$ cat src/rtl/mem_bus_ctrl_if.sv
// CPU-side request/response and device-side bus signals of the data-memory controller.
interface mem_bus_ctrl_if;
  logic        req;
  logic        we;
  logic [1:0]  size;
  logic [31:0] addr;
  logic [31:0] wdata;
  logic        stall;
  logic        done;
  logic        exc;
  logic [4:0]  exccode;
  logic [31:0] rdata;
  logic [2:0]  dev_sel;
  logic        dev_req;
  logic [31:0] bus_addr;
  logic [31:0] bus_wdata;
  logic [3:0]  bus_be;
  logic        bus_we;
  logic        dev_ack;
  logic [31:0] dev_rdata;

  modport master (
    output req, we, size, addr, wdata, dev_ack, dev_rdata,
    input  stall, done, exc, exccode, rdata, dev_sel, dev_req,
           bus_addr, bus_wdata, bus_be, bus_we
  );

  modport slave (
    input  req, we, size, addr, wdata, dev_ack, dev_rdata,
    output stall, done, exc, exccode, rdata, dev_sel, dev_req,
           bus_addr, bus_wdata, bus_be, bus_we
  );
endinterface

$ cat src/rtl/mem_bus_ctrl.sv
// Data-memory bus controller: decodes M-stage loads/stores, drives the device bus
// and reports completion, address exceptions and device timeouts.
module mem_bus_ctrl #(
  parameter int unsigned TIMEOUT = 16
) (
  input logic           clk,
  input logic           reset,
  mem_bus_ctrl_if.slave bus
);
  // state | meaning
  // IDLE  | waiting for req; decodes and latches the access on req
  // BUSY  | device access in flight, counting cycles toward TIMEOUT
  // RESP  | one-cycle done pulse carrying status
  typedef enum logic [1:0] {IDLE, BUSY, RESP} state_t;

  localparam logic [7:0] CNT_LAST = 8'(TIMEOUT - 1);

  state_t      state;
  logic [7:0]  cnt;
  logic        is_byte;
  logic        is_half;
  logic        is_word;
  logic        misaligned;
  logic [2:0]  sel;
  logic [3:0]  be;
  logic [31:0] lane_wdata;

  always_comb begin
    is_byte    = bus.size == 2'b00;
    is_half    = bus.size == 2'b01;
    is_word    = bus.size[1];
    misaligned = (is_half && bus.addr[0]) || (is_word && bus.addr[1:0] != 2'b00);
    sel = 3'b000;
    if (bus.addr <= 32'h0000_1FFF)
      sel = 3'b001;
    else if (is_word && bus.addr >= 32'h0000_7F00 &&
             bus.addr <= (bus.we ? 32'h0000_7F07 : 32'h0000_7F0B))
      sel = 3'b010;
    else if (is_word && bus.addr >= 32'h0000_7F10 && bus.addr <= 32'h0000_7F43)
      sel = 3'b100;
    if (misaligned)
      sel = 3'b000;
    be         = 4'b1111;
    lane_wdata = bus.wdata;
    if (is_byte) begin
      be         = 4'b0001 << bus.addr[1:0];
      lane_wdata = {4{bus.wdata[7:0]}};
    end else if (is_half) begin
      be         = 4'b0011 << bus.addr[1:0];
      lane_wdata = {2{bus.wdata[15:0]}};
    end
  end

  assign bus.stall = bus.req && (state != RESP);

  always_ff @(posedge clk) begin
    if (reset) begin
      state         <= IDLE;
      cnt           <= '0;
      bus.done      <= 1'b0;
      bus.exc       <= 1'b0;
      bus.exccode   <= '0;
      bus.rdata     <= '0;
      bus.dev_req   <= 1'b0;
      bus.dev_sel   <= '0;
      bus.bus_addr  <= '0;
      bus.bus_wdata <= '0;
      bus.bus_be    <= '0;
      bus.bus_we    <= 1'b0;
    end else begin
      case (state)
        IDLE: begin
          if (bus.req) begin
            if (sel != 3'b000) begin
              bus.dev_req   <= 1'b1;
              bus.dev_sel   <= sel;
              bus.bus_addr  <= bus.addr;
              bus.bus_wdata <= lane_wdata;
              bus.bus_be    <= be;
              bus.bus_we    <= bus.we;
              cnt           <= '0;
              state         <= BUSY;
            end else begin
              // address faults complete without ever touching the bus
              bus.done    <= 1'b1;
              bus.exc     <= 1'b1;
              bus.exccode <= bus.we ? 5'd5 : 5'd4;
              state       <= RESP;
            end
          end
        end
        BUSY: begin
          if (bus.dev_ack || cnt == CNT_LAST) begin
            if (bus.dev_ack) begin
              bus.rdata   <= bus.dev_rdata;
              bus.exc     <= 1'b0;
              bus.exccode <= '0;
            end else begin
              bus.exc     <= 1'b1;
              bus.exccode <= 5'd7;
            end
            bus.done    <= 1'b1;
            bus.dev_req <= 1'b0;
            bus.dev_sel <= '0;
            bus.bus_be  <= '0;
            bus.bus_we  <= 1'b0;
            cnt         <= '0;
            state       <= RESP;
          end else begin
            cnt <= cnt + 8'd1;
          end
        end
        RESP: begin
          bus.done    <= 1'b0;
          bus.exc     <= 1'b0;
          bus.exccode <= '0;
          state       <= IDLE;
        end
        default: state <= IDLE;
      endcase
    end
  end
endmodule

$ cat src/flat_wrapper.sv
// flat-port wrapper written by rule: the top's interface ports become plain ports
module mem_bus_ctrl_flat 
#(
  parameter int unsigned TIMEOUT = 16
)
  (clk, reset, bus_req, bus_we, bus_size, bus_addr, bus_wdata, bus_dev_ack, bus_dev_rdata, bus_stall, bus_done, bus_exc, bus_exccode, bus_rdata, bus_dev_sel, bus_dev_req, bus_bus_addr, bus_bus_wdata, bus_bus_be, bus_bus_we);
  mem_bus_ctrl_if bus_i ();
  input logic clk;
  input logic reset;
  input wire logic [$bits(bus_i.req)-1:0] bus_req;
  input wire logic [$bits(bus_i.we)-1:0] bus_we;
  input wire logic [$bits(bus_i.size)-1:0] bus_size;
  input wire logic [$bits(bus_i.addr)-1:0] bus_addr;
  input wire logic [$bits(bus_i.wdata)-1:0] bus_wdata;
  input wire logic [$bits(bus_i.dev_ack)-1:0] bus_dev_ack;
  input wire logic [$bits(bus_i.dev_rdata)-1:0] bus_dev_rdata;
  output wire logic [$bits(bus_i.stall)-1:0] bus_stall;
  output wire logic [$bits(bus_i.done)-1:0] bus_done;
  output wire logic [$bits(bus_i.exc)-1:0] bus_exc;
  output wire logic [$bits(bus_i.exccode)-1:0] bus_exccode;
  output wire logic [$bits(bus_i.rdata)-1:0] bus_rdata;
  output wire logic [$bits(bus_i.dev_sel)-1:0] bus_dev_sel;
  output wire logic [$bits(bus_i.dev_req)-1:0] bus_dev_req;
  output wire logic [$bits(bus_i.bus_addr)-1:0] bus_bus_addr;
  output wire logic [$bits(bus_i.bus_wdata)-1:0] bus_bus_wdata;
  output wire logic [$bits(bus_i.bus_be)-1:0] bus_bus_be;
  output wire logic [$bits(bus_i.bus_we)-1:0] bus_bus_we;
  assign bus_i.req = bus_req;
  assign bus_i.we = bus_we;
  assign bus_i.size = bus_size;
  assign bus_i.addr = bus_addr;
  assign bus_i.wdata = bus_wdata;
  assign bus_i.dev_ack = bus_dev_ack;
  assign bus_i.dev_rdata = bus_dev_rdata;
  assign bus_stall = bus_i.stall;
  assign bus_done = bus_i.done;
  assign bus_exc = bus_i.exc;
  assign bus_exccode = bus_i.exccode;
  assign bus_rdata = bus_i.rdata;
  assign bus_dev_sel = bus_i.dev_sel;
  assign bus_dev_req = bus_i.dev_req;
  assign bus_bus_addr = bus_i.bus_addr;
  assign bus_bus_wdata = bus_i.bus_wdata;
  assign bus_bus_be = bus_i.bus_be;
  assign bus_bus_we = bus_i.bus_we;
  mem_bus_ctrl #(.TIMEOUT(TIMEOUT)) u_core (.clk(clk), .reset(reset), .bus(bus_i));
endmodule
$ cat config.mk
export PLATFORM = sky130hd
export DESIGN_NAME = mem_bus_ctrl_flat
export DESIGN_NICKNAME = d
export VERILOG_FILES = /design/src/rtl/mem_bus_ctrl_if.sv /design/src/rtl/mem_bus_ctrl.sv /design/src/flat_wrapper.sv
export SDC_FILE = /design/constraint.sdc
export NUM_CORES = 1
export LEC_CHECK = 0
export CAP_MARGIN = 20
export CORE_ASPECT_RATIO = 0.6
export CORE_MARGIN = 10
export CORE_UTILIZATION = 25
export DETAILED_ROUTE_END_ITERATION = 16
export PLACE_DENSITY_LB_ADDON = 0.2
export RECOVER_POWER = 100
export SKIP_LAST_GASP = 1
export SYNTH_ARGS = -nofsm -noshare
export SYNTH_HDL_FRONTEND = slang
export SYNTH_SLANG_ARGS = --single-unit
export TNS_END_PERCENT = 30
$ cat constraint.sdc
create_clock -name clk -period 4.9 [get_ports clk]
set_clock_uncertainty 0.1 [all_clocks]
set_input_delay 1.225 -clock clk [delete_from_list [all_inputs] [get_ports clk]]
set_output_delay 1.225 -clock clk [all_outputs]
set_load 0.01 [all_outputs]
# Word-level counts from Yosys, hierarchy flattened
# Cells that the tools add are included.
[totals]
register_bits = 122
input_bits = 103
[classes]
n_addsub = 1
magnitude_cmp = 5
eq_ne = 9
shift = 2
muxes = 45
reduce_logical = 21
[ops]
columns = ["cell", "count"]
rows = [
  ["32-bit by 15-bit greater-or-equal comparator with 1-bit output (second input constant)", 2],
  ["32-bit two-way mux", 2],
  ["32-bit by 13-bit <= comparator with 1-bit output (second input constant)", 1],
  ["32-bit by 15-bit <= comparator with 1-bit output (second input constant)", 1],
  ["32-bit <= comparator", 1],
  ["3-bit two-way mux", 8],
  ["4-bit two-way mux", 6],
  ["8-bit two-way mux", 3],
  ["8-bit case mux with 2 select lines", 1],
  ["5-bit two-way mux", 3],
  ["5-bit case mux with 3 select lines", 1],
  ["1-bit two-way mux", 11],
  ["3-bit AND reduction", 3],
  ["8-bit by 1-bit adder with 8-bit output (second input constant)", 1],
  ["8-bit by 4-bit == test with 1-bit output (second input constant)", 1],
  ["4-bit case mux with 2 select lines", 1],
  ["4-bit AND reduction", 2],
  ["1-bit logical AND", 7],
  ["2-bit two-way mux", 3],
  ["2-bit inequality test (second input constant)", 3],
  ["1-bit case mux with 3 select lines", 2],
  ["3-bit case mux with 2 select lines", 1],
  ["3-bit nonzero test", 2],
  ["2-bit by 1-bit == test with 1-bit output (second input constant)", 2],
  ["10 further kinds", 15],
]

# Logic depth before layout (Yosys ltp)
# Gate-level depths: netlist (run 1).
[depth]
depth_word = 11
mapped_depth = 10

# Worst setup path before layout (run 1)
# No wires, ideal clock.
[synth_timing]
path_kind = "input -> register"
start = "in bus_addr[15]"
end = "reg u_core.bus.bus_addr[15] in the netlist's numbering"
setup_time_ns = 0.115
arrival_ns = 2.906
t_required_ns = 4.685
path_slack_ns = 1.778
stages = 7
cell_sequence = "or3_4 -> a2111oi_4 -> o21ai_2 -> a211o_1 -> buf_2 -> clkbuf_1 -> and3_1"
[synth_between]
elab_chain_len = 9
[synth_lines]
columns = ["element", "line_no", "rtl"]
rows = [
  ["start, declared", "flat_wrapper.sv:13", "input wire logic [$bits(bus_i.addr)-1:0] bus_addr;"],
  ["32-bit by 15-bit greater-or-equal comparator with 1-bit output", "mem_bus_ctrl.sv:39", "else if (is_word && bus.addr >= 32'h0000_7F10 && bus.addr <= 32'h0000_7F43)"],
  ["1-bit logical AND (2 in a row)", "mem_bus_ctrl.sv:39", ""],
  ["3-bit two-way mux", "mem_bus_ctrl.sv:39", ""],
  ["3-bit two-way mux", "mem_bus_ctrl.sv:36", "else if (is_word && bus.addr >= 32'h0000_7F00 &&"],
  ["3-bit two-way mux", "mem_bus_ctrl.sv:34", "if (bus.addr <= 32'h0000_1FFF)"],
  ["3-bit two-way mux", "mem_bus_ctrl.sv:41", "if (misaligned)"],
  ["3-bit nonzero test", "mem_bus_ctrl.sv:74", "if (sel != 3'b000) begin"],
  ["3-bit AND reduction (no line)", "-", ""],
  ["end signal, assigned", "mem_bus_ctrl.sv:77", "bus.bus_addr <= bus.addr;"],
  ["end, declared", "mem_bus_ctrl_if.sv:31", "bus_addr, bus_wdata, bus_be, bus_we"],
]
# Several ways; a longest one is shown, not always the timed one.
# A chain may end at the register's enable or synchronous reset.

# Final worst setup path (run 1)
[layout_timing]
start = "in bus_addr[1]"
end = "reg u_core.cnt[7]"
[layout_between]
elab_chain_len = 10
[layout_lines]
columns = ["element", "line_no", "rtl"]
rows = [
  ["32-bit by 15-bit greater-or-equal comparator with 1-bit output", "mem_bus_ctrl.sv:39", ""],
  ["1-bit logical AND (2 in a row)", "mem_bus_ctrl.sv:39", ""],
  ["3-bit two-way mux", "mem_bus_ctrl.sv:39", ""],
  ["3-bit two-way mux", "mem_bus_ctrl.sv:36", ""],
  ["3-bit two-way mux", "mem_bus_ctrl.sv:34", ""],
  ["3-bit two-way mux *", "mem_bus_ctrl.sv:41", ""],
  ["3-bit nonzero test *", "mem_bus_ctrl.sv:74", ""],
  ["2-bit by 1-bit inequality test with 1-bit output (no line) *", "-", ""],
  ["3-bit AND reduction (no line) *", "-", ""],
  ["end signal, assigned", "mem_bus_ctrl.sv:110", "cnt <= cnt + 8'd1;"],
  ["end, declared", "mem_bus_ctrl.sv:19", "logic [7:0] cnt;"],
]
# Every way passes the cells marked *; elsewhere a longest branch is shown, timed or not.

==> results of run 1 <==
-- power by group through the flow --
stage               clock network [mW]  registers, mW  logic (mW)
floorplan                            0          0.995      0.0674
global placement                     0          0.995       0.187
detailed placement                   0          0.995       0.187
CTS                               1.43          0.974       0.188
global route                      1.47          0.974       0.199
finish                            1.40          0.974       0.184
-- layout make-up --
cell class	instances	area [um^2]	share of cell area [%]
well taps	266	333	4.18
multi-input cells	416	2330	29.4
clock buffers	23	478	6.01
inverters	16	60.1	0.755
repair buffers	220	2200	27.6
clock inverters	9	170	2.14
flip-flops and latches	119	2380	30.0
-- cell families (layout without fill, tap and decap cells) --
| logic type | count (synthesis) | after routing | share of synthesized area [%] |
|---|---|---|---|
| muxes | 17 | 17 | 3.43 |
| other | 1 | 2 | 0.0751 |
| AOI/OAI and AO/OA | 151 | 151 | 20.1 |
| and+or+nand+nor | 235 | 235 | 20.4 |
| DFF | 119 | 119 | 47.7 |
| buffers and inverters | 59 | 268 | 5.51 |
| adders and majority gates | 11 | 11 | 2.75 |
-- flip-flops by register name, indices dropped and copies added, names as in the netlist --
register,flops
u_core.bus.bus_addr,32
u_core.bus.bus_wdata,32
u_core.bus.rdata,32
u_core.cnt,8
u_core.bus.bus_be,4
u_core.bus.dev_sel,3
u_core.bus.exccode,3
u_core.state,2
u_core.bus.bus_we,1
u_core.bus.dev_req,1
u_core.bus.done,1
-- worst reg2reg max path, cell delays in order (launching register included) --
cell	delay, ps
dfxtp_1	330
inv_1	100
ha_1	280
nand2b_1	250
a21o_1	310
o21ai_0	240
nor2_1	80
a311oi_1	1030
a21bo_2	270
-- per-layer routing --
layer / vias to the layer above / global-route usage, % / routed length, um
met5: - / 0 / 31
met4: 4 / 3.71 / 135
met3: 12 / 7.72 / 1980
met2: 150 / 19.7 / 7640
met1: 2197 / 17.6 / 8970
li1: 2448 / - / -
-- final timing paths --
kind,from,end,slack (ps),cells past startpoint
max,bus_addr[1],u_core.cnt[7],740,8
min,u_core.bus.rdata[3],u_core.bus.rdata[3],350,2
max reg2reg,u_core.state[1],u_core.bus.dev_req,1850,8
min reg2reg,u_core.bus.rdata[3],u_core.bus.rdata[3],350,2
-- per-stage QoR --
step	power (mW)	setup slack (ps)	instances	util, %	instance area (um^2)
after CTS	2.59	1010	1069	41.3	7980
after detailed placement	1.18	679	1037	37.9	7330
after floorplan	1.06	1780	594	-	5000
after global placement	1.18	728	1037	37.9	7330
after global routing	2.64	450	1069	41.2	7950
final	2.55	738	1069	41.2	7950
-- cells in the final DEF (no fill, tap or decap), types with 5 or more instances in the layout --
master,instances
nand2_1,148
dfxtp_1,119
dlygate4sd3_1,112
clkdlybuf4s50_1,99
a21oi_1,75
nor2_1,31
and3_1,20
o21ai_0,19
clkbuf_16,17
inv_1,16
mux2i_1,16
a211oi_1,11
ha_1,11
nand3_1,9
o2bb2ai_1,8
a311oi_1,7
nor4_1,6
o32ai_1,6
bufinv_16,5
==> impl_metrics.py, run 1 <==
metrics = {
    "clocking": {
        "cts_tree": "done",
        "insertion_delay_ps": 410,
        "post_cts_buffers": 0,
        "clk_pin_slew_worst_paths_ps": 60,
        "clockBufferDepth": 2,
        "clkSinkCount": 119,
        "numCtsBuffers": 17,
        "cts-resized-gates": 0,
        "postCtsHoldBufs": 0,
        "cts_root_buf": "clkbuf_16",
        "htree_num_levels": 4,
    },
    "synth": {
        "yosys_warnings": 0,
        "synth_seq_cells": 119,
        "syn_area_um2": 5000,
        "yosysTopAreaCell": "dfxtp_1",
        "asyncSetResetFlopFracSynth_pct": 0,
        "yosysMostFrequentCell": "nand2_1",
        "syn_area_per_cell_um2": 8.43,
        "ys.flop_type": "dfxtp_1",
        "synthCells": 593,
        "synth_top_area_share_pct": 47.7,
        "ys_top_cells_by_area": "dfxtp_1, nand2_1, a21oi_1",
        "synth-seq-area-share_pct": 47.7,
        "synth-edff-count": 0,
        "synth.distinct_cells": 46,
        "synthTopCellsByCount": "nand2_1, dfxtp_1, a21oi_1, nor2_1, clkbuf_1",
    },
    "sta": {
        "period_minus_slack_ps": 4160,
        "tns_ps": 0,
        "period_share_pct": 84.9,
        "hold_slack_ps": 349,
        "rsz0062_at_grt": "false",
        "final_max_slew_viol_count": 59,
        "relSlewSlack_pct": -90.3,
        "hold_violations": 0,
        "finalSetupViolations": 0,
        "max_freq_ghz": 0.240,
        "worstMarginPinSlew_ps": 2850,
    },
    "pwr": {
        "pwr-share-comb_pct": 7.2,
        "power_leakage_nw": 3.21,
        "powerDensity_nw_per_um2": 321,
        "p_int_mw": 2.01,
        "sw_frac_of_total_pct": 21.2,
        "clock_power_share_pct": 54.7,
        "ir_drop_uv": 222,
        "seqPwrFrac_pct": 38.1,
        "p_sw_mw": 0.542,
    },
    "status": {
        "status": "complete, but fails checks",
        "violations": "max-capacitance violations, max-slew violations",
    },
    "routing": {
        "routed_wirelength_um": 18800,
        "drc": 0,
        "drtIter0Drc": 265,
        "drtPass1Iterations": 4,
        "vias": 4811,
        "via_per_inst": 4.50,
        "ant_nets": 0,
        "wl_per_cell_um": 17.5,
    },
    "layout": {
        "nNetsFinal": 904,
        "fillers": 1956,
        "drive_above_1_share_pct": 5.98,
        "diodes": 0,
        "area_delta_synth_final_pct": 59.2,
    },
    "critical_path": {
        "cpPeakStageDelay_ps": 920,
        "crit_buf_inv": 1,
        "worstPathArrival_ps": 4350,
        "crit_required_ps": 5090,
        "path_cells": "dlygate4sd3_1, ha_1, nor2b_1, o41ai_1, o21ai_0, a211o_2, a22oi_1, o32ai_1",
        "cp-start-kind": "input pin",
        "end_kind": "flip-flop",
        "slowest_stage": "a211o_2",
        "cp_top_family": "compound AO/OA/AOI/OAI gates",
        "crit_type": "input pin to flip-flop",
        "path_max_fanout": 56,
    },
    "floorplanning": {
        "floorplan.initialDensity_pct": 25.9,
        "die-area_um2": 26200,
        "rows": 39,
        "core-area_um2": 19300,
        "num_io_pins": 216,
        "fp.dieW_um": 203,
        "die-height_um": 130,
    },
    "run": {
        "drv_cap": 1,
    },
    "placed_design": {
        "hpwl_um": 13900,
        "place_congestion": 0.787,
        "io_buffers": 213,
    },
    "global_route": {
        "gr-total-overflow": 0,
        "grt_pass1_wl_um": 28500,
        "grt_max_degree": 59,
        "grt_usage_pct": 13.8,
        "antenna_found_initial": 2,
        "grt_pass1_vias": 4865,
    },
    "min_path": {
        "worstHoldPathType": "flip-flop to flip-flop",
    },
}
Power figures use the tool's default switching activity.
==> run 2: changes to the inputs <==
Clock period 4.9 ns to 3.9 ns, I/O delays scaled along.
==> run 2 against run 1 <==
- critical path depth shrank 4
- total power grew 27%
- worst hold slack improved by 0.69 ps
- critical endpoint is now bus_stall
- flip-flop and latch count stayed put
- the run still ends with max-capacitance violations, max-slew violations left
- combinational power increased by 26%
- design area increased by 0.58%
- clock power is 27% higher
- largest cell class unchanged
- highest routed layer unchanged
- register-to-register slack got worse by 580 ps
- sequential power increased by 25%
==> impl_metrics.py, run 2 (synthesis results as in run 1) <==
metrics = {
    "routing": {
        "routed_wirelength_um": 18700,
        "wl_per_cell_um": 17.4,
        "ant_nets": 0,
        "drc": 0,
        "drtIter0Drc": 218,
        "drtPass1Iterations": 4,
        "via_per_inst": 4.49,
        "vias": 4811,
    },
    "floorplanning": {
        "num_io_pins": 216,
        "fp.dieW_um": 203,
        "rows": 39,
        "core-area_um2": 19300,
        "floorplan.initialDensity_pct": 25.9,
        "die-area_um2": 26200,
        "die-height_um": 130,
    },
    "clocking": {
        "post_cts_buffers": 0,
        "insertion_delay_ps": 410,
        "clkSinkCount": 119,
        "htree_num_levels": 4,
        "postCtsHoldBufs": 0,
        "cts-resized-gates": 0,
        "cts_root_buf": "clkbuf_16",
        "clockBufferDepth": 2,
        "numCtsBuffers": 17,
        "cts_tree": "done",
        "clk_pin_slew_worst_paths_ps": 60,
    },
    "critical_path": {
        "path_max_fanout": 4,
        "crit_required_ps": 2820,
        "worstPathArrival_ps": 2410,
        "end_kind": "output pin",
        "regToRegSetupSlack_ps": 1270,
        "crit_type": "input pin to output pin",
        "cp-start-kind": "input pin",
        "reg2reg_depth": 8,
        "reg2reg_from": "u_core.state[1]",
        "r2r_end": "u_core.bus.dev_req",
    },
    "layout": {
        "area_delta_synth_final_pct": 60.1,
        "drive_above_1_share_pct": 6.83,
        "reg.largest.list": "u_core.bus.bus_addr (32), u_core.bus.bus_wdata (32), u_core.bus.rdata (32)",
        "nNetsFinal": 906,
        "final_common_cell": "nand2_1",
        "layout_common_cells": "nand2_1, dfxtp_1, dlygate4sd3_1",
        "diodes": 0,
    },
    "min_path": {
        "whs_path_depth": 2,
        "whs_endpoint": "u_core.bus.rdata[30]",
        "worstHoldPathType": "flip-flop to flip-flop",
        "hold_start": "u_core.bus.rdata[30]",
    },
    "sta": {
        "hold_violations": 0,
        "period_minus_slack_ps": 3490,
        "relSlewSlack_pct": -7.48,
        "final_max_slew_viol_count": 33,
        "period_share_pct": 89.5,
        "finalSetupViolations": 0,
        "tns_ps": 0,
        "worstMarginPinSlew_ps": 1610,
        "max_freq_ghz": 0.287,
        "rsz0062_at_grt": "false",
    },
    "placed_design": {
        "hpwl_um": 13900,
        "place_congestion": 0.776,
        "io_buffers": 213,
    },
    "global_route": {
        "grt_usage_pct": 13.8,
        "gr-total-overflow": 0,
        "grt_pass1_wl_um": 28500,
        "grt_pass1_vias": 4747,
        "antenna_found_initial": 1,
        "grt_max_degree": 54,
    },
    "pwr": {
        "p_total_mw": 3.23,
        "ir_drop_uv": 275,
        "powerDensity_nw_per_um2": 404,
        "power_leakage_nw": 3.22,
    },
    "status": {
        "violations": "max-capacitance violations, max-slew violations",
        "status": "complete, but fails checks",
    },
    "run": {
        "drv_cap": 1,
    },
}
-- run 2: cell count changes in the layout (fill, tap and decap cells not counted), sizes merged --
cell           change
clkbuf             -4
buf                +3
clkinvlp           +2
clkdlybuf4s50      -1
clkinv             +1
dlygate4sd3        +1
-- run 2: layout make-up --
type / instances / area, um^2
fill: 1937 / 11300
sequential: 119 / 2380
multi-input combinational: 416 / 2350
timing repair buffer: 222 / 2210
clock buffer: 20 / 467
tap: 266 / 333
clock inverter: 12 / 198
inverter: 16 / 60.1
-- run 2: stage by stage --
stage / instances / cell area (um^2) / worst slack [ps] / hold slack (ps) / utilization, %
2_1_floorplan: 594 / 5000 / 1030 / 356 / -
3_3_place_gp: 1039 / 7340 / 246 / 342 / 38.0
3_5_place_dp: 1039 / 7340 / 200 / 346 / 38.0
4_1_cts: 1071 / 8010 / 484 / 353 / 41.4
5_1_grt: 1071 / 8000 / 217 / 368 / 41.4
6_report: 1071 / 8000 / 411 / 350 / 41.4
-- run 2: where the power goes --
| group | switching (mW) | total (mW) | internal, mW |
|---|---|---|---|
| registers | 0.00315 | 1.22 | 1.22 |
| logic | 0.104 | 0.231 | 0.127 |
| clock network | 0.595 | 1.78 | 1.18 |
-- run 2: how the worst max path moves through the flow --
stage                 start  slack [ps]  cells past startpoint                       end
4_1_cts             bus_req         480                      4                 bus_stall
5_1_grt         bus_addr[1]         220                     10   u_core.bus.bus_wdata[9]
6_report            bus_req         410                      4                 bus_stall
2_1_floorplan  bus_addr[15]        1030                      7   u_core.bus.bus_addr[15]
3_3_place_gp    bus_addr[0]         250                     10  u_core.bus.bus_wdata[11]
3_5_place_dp    bus_addr[1]         200                     10   u_core.bus.bus_wdata[8]
-- run 2: critical path, stage by stage --
cell	delay, ps
clkdlybuf4s50_1	540
inv_1	130
nor2_1	140
dlygate4sd3_1	630
-- run 2: metal layers --
metal	vias up	part of all wire [%]	wire [um]	track usage, %
met1	2203	48	9010	18.1
met5	-	0.070	13	0
met4	2	0.60	112	3.80
met2	140	41	7680	19.5
met3	11	10	1860	6.97
li1	2455	-	-	-
